$ cat config.mk
export PLATFORM = sky130hd
export DESIGN_NAME = xif_copro_issue_queue
export DESIGN_NICKNAME = d
export VERILOG_FILES = /design/src/rtl/xif_copro_issue_queue.sv
export SDC_FILE = /design/constraint.sdc
export NUM_CORES = 1
export LEC_CHECK = 0
export CAP_MARGIN = 10
export CORE_UTILIZATION = 55
export DETAILED_ROUTE_END_ITERATION = 8
export GPL_ROUTABILITY_DRIVEN = 0
export PLACE_DENSITY = 0.8
export SYNTH_ARGS = -nofsm -noshare
export SYNTH_HDL_FRONTEND = slang
export SYNTH_SLANG_ARGS = --single-unit
$ cat constraint.sdc
create_clock -name clk_i -period 3.2 [get_ports clk_i]
set_input_delay 0.96 -clock clk_i [delete_from_list [all_inputs] [get_ports clk_i]]
set_output_delay 0.96 -clock clk_i [all_outputs]
set_load 0.05 [all_outputs]
$ cat src/rtl/xif_copro_issue_queue.sv
// XIF coprocessor issue/commit front end: decodes offloaded instructions, queues them in
// program order with their operands, and dispatches each once the core commits it.
module xif_copro_issue_queue #(
   parameter int unsigned DEPTH      = 4,
   parameter int unsigned ID_WIDTH   = 4,
   parameter int unsigned XLEN       = 32,
   parameter bit          ENABLE_ROT = 1'b1
) (
   input  logic                        clk_i,
   input  logic                        rst_ni,
   input  logic                        issue_valid_i,
   output logic                        issue_ready_o,
   input  logic [31:0]                 issue_instr_i,
   input  logic [ID_WIDTH-1:0]         issue_id_i,
   input  logic [1:0][XLEN-1:0]        issue_rs_i,
   input  logic [1:0]                  issue_rs_valid_i,
   output logic                        issue_accept_o,
   output logic                        issue_writeback_o,
   input  logic                        commit_valid_i,
   input  logic [ID_WIDTH-1:0]         commit_id_i,
   input  logic                        commit_kill_i,
   output logic                        ex_valid_o,
   input  logic                        ex_ready_i,
   output logic [1:0]                  ex_op_o,
   output logic [ID_WIDTH-1:0]         ex_id_o,
   output logic [XLEN-1:0]             ex_rs1_o,
   output logic [XLEN-1:0]             ex_rs2_o,
   output logic [$clog2(DEPTH):0]      count_o
);

   localparam int unsigned PW = $clog2(DEPTH);
   localparam int unsigned CW = PW + 1;

   localparam logic [6:0] OPCODE_CUSTOM0 = 7'b0001011;
   localparam logic [1:0] OP_BITREV      = 2'd0;
   localparam logic [1:0] OP_ROTRIGHT    = 2'd1;
   localparam logic [1:0] OP_ROTLEFT     = 2'd2;

   typedef enum logic [1:0] {
      E_FREE      = 2'd0,
      E_PENDING   = 2'd1,
      E_COMMITTED = 2'd2,
      E_KILLED    = 2'd3
   } entry_state_e;

   entry_state_e            state_q [DEPTH];
   logic [1:0]              op_q    [DEPTH];
   logic [ID_WIDTH-1:0]     id_q    [DEPTH];
   logic [XLEN-1:0]         rs1_q   [DEPTH];
   logic [XLEN-1:0]         rs2_q   [DEPTH];
   logic [PW-1:0]           head_q, tail_q, cptr_q;
   logic [CW-1:0]           count_q;

   logic                    dec_legal, dec_need_rs2;
   logic [1:0]              dec_op;
   logic                    full, issue_hs, has_pending;
   logic                    commit_old, commit_new, head_free;
   entry_state_e            commit_state;

   // Register/immediate fields are irrelevant to these ops.
   logic unused_instr_bits;
   assign unused_instr_bits = ^{issue_instr_i[24:15], issue_instr_i[11:7]};

   always_comb begin
      dec_legal    = 1'b0;
      dec_need_rs2 = 1'b0;
      dec_op       = OP_BITREV;
      if (issue_instr_i[6:0] == OPCODE_CUSTOM0 && issue_instr_i[14:12] == 3'b000) begin
         case (issue_instr_i[31:25])
            7'h00: begin
               dec_legal = 1'b1;
               dec_op    = OP_BITREV;
            end
            7'h01: begin
               dec_legal    = ENABLE_ROT;
               dec_need_rs2 = 1'b1;
               dec_op       = OP_ROTRIGHT;
            end
            7'h02: begin
               dec_legal    = ENABLE_ROT;
               dec_need_rs2 = 1'b1;
               dec_op       = OP_ROTLEFT;
            end
            default: dec_legal = 1'b0;
         endcase
      end
   end

   // Full blocks issue even when the head frees in the same cycle.
   assign full              = (count_q == CW'(DEPTH));
   assign issue_accept_o    = dec_legal;
   assign issue_writeback_o = dec_legal;
   assign issue_ready_o     = !dec_legal ||
                              (!full && issue_rs_valid_i[0] && (!dec_need_rs2 || issue_rs_valid_i[1]));
   assign issue_hs          = issue_valid_i && dec_legal && issue_ready_o;

   // Pending entries live in [cptr, tail); with none pending cptr == tail, so a
   // commit for the instruction being issued right now lands on the new entry.
   assign has_pending  = (state_q[cptr_q] == E_PENDING);
   assign commit_old   = commit_valid_i && has_pending && (id_q[cptr_q] == commit_id_i);
   assign commit_new   = commit_valid_i && !has_pending && issue_hs && (issue_id_i == commit_id_i);
   assign commit_state = commit_kill_i ? E_KILLED : E_COMMITTED;

   assign ex_valid_o = (state_q[head_q] == E_COMMITTED);
   assign head_free  = (ex_valid_o && ex_ready_i) || (state_q[head_q] == E_KILLED);
   assign ex_op_o    = op_q[head_q];
   assign ex_id_o    = id_q[head_q];
   assign ex_rs1_o   = rs1_q[head_q];
   assign ex_rs2_o   = rs2_q[head_q];
   assign count_o    = count_q;

   always_ff @(posedge clk_i or negedge rst_ni) begin
      if (!rst_ni) begin
         for (int i = 0; i < DEPTH; i++) begin
            state_q[i] <= E_FREE;
            op_q[i]    <= '0;
            id_q[i]    <= '0;
            rs1_q[i]   <= '0;
            rs2_q[i]   <= '0;
         end
         head_q  <= '0;
         tail_q  <= '0;
         cptr_q  <= '0;
         count_q <= '0;
      end else begin
         if (issue_hs) begin
            op_q[tail_q]    <= dec_op;
            id_q[tail_q]    <= issue_id_i;
            rs1_q[tail_q]   <= issue_rs_i[0];
            rs2_q[tail_q]   <= issue_rs_i[1];
            state_q[tail_q] <= commit_new ? commit_state : E_PENDING;
            tail_q          <= tail_q + 1'b1;
         end
         if (commit_old) begin
            state_q[cptr_q] <= commit_state;
         end
         if (commit_old || commit_new) begin
            cptr_q <= cptr_q + 1'b1;
         end
         // Head never aliases tail or cptr here: enqueue needs !full, cptr entries are PENDING.
         if (head_free) begin
            state_q[head_q] <= E_FREE;
            head_q          <= head_q + 1'b1;
         end
         case ({issue_hs, head_free})
            2'b10:   count_q <= count_q + 1'b1;
            2'b01:   count_q <= count_q - 1'b1;
            default: count_q <= count_q;
         endcase
      end
   end

endmodule

==> results.yml <==
synthesis:
  ys_ff_latch: 297
  synth-async-reset-ratio_pct: 100
  ys_seq_area_share_pct: 54.8
  synthCells: 1407
  post_synth_instance_area_um2: 13600
  yosysUniqueCellTypes: 43
  synth_nets: 1533
  synthesis.yosys.warnings: 0
  ys_dominant_reg_cell: "dfrtp_1"
  post_synth.cell_area_avg_um2: 9.64
  synth_enable_flop_cells: 0
pwr:
  clockPowerShare_pct: 48.7
  total_leakage_power_nw: 9.32
  power.switching_fraction_pct: 20.6
  peak_supply_drop_mv: 0.366
  power_frac_seq_pct: 47.8
  report.power.total_w: 0.00787
  p_comb_share_pct: 3.6
  power.net_switching_w: 0.00163
  p_per_area_nw_per_um2: 455
  internal_power_w: 0.00625
route:
  drc: 0
  drt_pass1_iterations: 7
  drt.antenna.violating_nets: 0
  route.final.wire_length_um: 35200
  drt_iter0_drc: 704
  via_count: 10700
  post_drt_wl_per_cell_um: 18.1
  detail_route.vias_per_cell: 5.50
sta:
  setup_viol: 0
  max-slew-margin-rel_pct: 53.6
  grt_setup_unrepaired: "no"
  highest_attainable_clock_frequency_mhz: 321
  fin_worst_hold_slack_ns: 0.441
  worst_clock_skew_ns: 0.0108
  final_hold_viol_count: 0
  tightest_slew_ns: 0.691
  share_of_the_cycle_needed_by_the_critical_path_after_routing_pct: 97.3
  final-max-slew-violation-count: 0
  period_minus_slack_ns: 3.11
place:
  hpwl_reported_at_the_end_of_detailed_placement_um: 22300
  placed_area_um2: 16100
  place.port_buffers: 173
  cell_count_after_placement: 1883
global_routing:
  grt_pass1_vias: 11300
  grt_start_max_net_pins: 76
  grt_antenna_before_repair: 1
  globalRoute.totalOverflow: 0
  grt_use_total_pct: 29.2
  grt_first_pass_wirelength_um: 58400
cells_and_area:
  finish.cell_count_without_fillers: 1950
  mostFrequentLayoutCell: "nand2_1"
  layout.cell_area.non_filler_um2: 17300
  area_growth_pct: 27.7
  num_antenna_cells: 0
  final_cell_mix: "nand2_1 (831), dfrtp_1 (295), buf_4 (105)"
  design.final.nets: 1731
  utilization_pct: 71.4
  final_layout_size_suffix_gt1_share_pct: 18.6
flow_run:
  drv.max_cap_violation_count: 0
clock_network:
  tritoncts.num_buffers: 34
  ctsHoldBuffers: 0
  clk_path_buf_depth: 3
  cts_tree: "done"
  h-tree-depth: 2
  clock-root-buffer: "clkbuf_16"
  clock_pin_slew_on_the_worst_setup_and_hold_paths_ns: 0.06
  num_clock_sinks: 297
  insertion_delay_ns: 0.50
floorplan:
  start_util_pct: 55.9
  die_width_um: 159
  total_die_area_um2: 25300
  ios: 189
  core_um2: 24200
  rows: 57
  dieHeight_um: 159
worst_setup_path:
  crit_arrival_ns: 2.15
  r2r_start: "count_o[1]"
  timing.critical_path.from: "issue_instr_i[29]"
  cp_data_required_time_ns: 2.24
  startpoint_type: "input pin"
  cp-end-kind: "output port"
  path_max_fanout: 2
  setup.worst_path.class: "input pin to output port"
run_status:
  run_status: "finished, final reports clean"
worst_hold_path:
  min_path_type: "input pin to asynchronous set/reset pin"
-- worst max-delay path: stages --
cell and delay, ns:
dlygate4sd2_1 0.24, nor3_2 0.18, nand4_1 0.18, buf_6 0.17, a21oi_4 0.16, o21ai_2 0.09, buf_6 0.18
-- power by group through the flow --
| stage | registers, W | clock network, W | logic (W) |
|---|---|---|---|
| floorplan | 0.00383 | 0 | 0.0000250 |
| detailed placement | 0.00383 | 0 | 0.000285 |
| global route | 0.00376 | 0.00405 | 0.000308 |
| global placement | 0.00383 | 0 | 0.000281 |
| finish | 0.00376 | 0.00383 | 0.000281 |
| CTS | 0.00376 | 0.00390 | 0.000284 |
-- final timing paths --
check / end / depth (start not counted) / slack (ns)
setup / recovery: issue_ready_o / 7 / 0.09
hold / removal: rs1_q[72] / 1 / 0.44
setup reg to reg: count_o[2] / 10 / 0.62
hold reg to reg: rs2_q[57] / 2 / 0.46
max in group asynchronous: rs2_q[74] / 2 / 1.97
min in group clk_i: rs2_q[57] / 2 / 0.46
-- kinds of logic (layout without fill, tap and decap cells) --
| group | Yosys count | in the layout | share of synthesized area [%] |
|---|---|---|---|
| simple gates | 866 | 866 | 24.8 |
| flops | 297 | 297 | 54.8 |
| buf+inv | 98 | 317 | 3.32 |
| mux | 80 | 80 | 12.8 |
| compound gates | 35 | 35 | 1.81 |
| xor+xnor | 16 | 16 | 1.03 |
| fa+ha+maj | 15 | 15 | 1.42 |
-- synth_stat cells, drive strengths merged, types with 3 or more instances --
cell type	n	area share (%)
mux2i	4	0.30
xor2	6	0.39
buf	40	1.7
mux4	75	12
nor3	4	0.15
clkbuf	42	1.2
nand2	835	23
inv	16	0.44
xnor2	10	0.65
ha	13	1.2
a21oi	5	0.18
o21ai	14	0.57
nor4b	4	0.46
nor2	3	0.083
and2	6	0.28
dfrtp	297	55
nand2b	4	0.18
-- stage by stage --
step | setup TNS (ns) | setup WS [ns]
CTS | 0 | 0.00539
global placement | -16.51 | -0.233
detailed placement | -45.55 | -0.324
global route | 0 | 0.0158
finish | 0 | 0.0853
floorplan | 0 | 0.0827
-- routing by layer --
layer,GRT usage [%],wire [um],up-vias
met4,9.48,570,2
met2,49.9,17900,394
met5,0,9,-
met3,6.80,2790,54
met1,37.1,14000,5367
li1,-,-,4907
-- repair_timing --
item,CTS,global route
pin swaps,5,4
buffers inserted,9,1
gates resized for setup,28,13
endpoints found under the hold margin,0,0
gates cloned,0,0
setup endpoints to repair,61,3
-- flip-flops by register name, summed over array words and instances (netlist names) --
name and flops:
count_o 3, cptr_q 2, head_q 2, id_q 16, op_q 8, rs1_q 128
rs2_q 128, state_q 8, tail_q 2
-- final cells by class --
class,count,area [um2]
repair buffers,244,2520
multi-input cells,1012,5780
well taps,324,405
clock inverters,3,42.5
clock buffers,54,1070
flip-flops and latches,297,7440
fillers,1761,6930
inverters,16,60.1
Power figures use the tool's default switching activity.
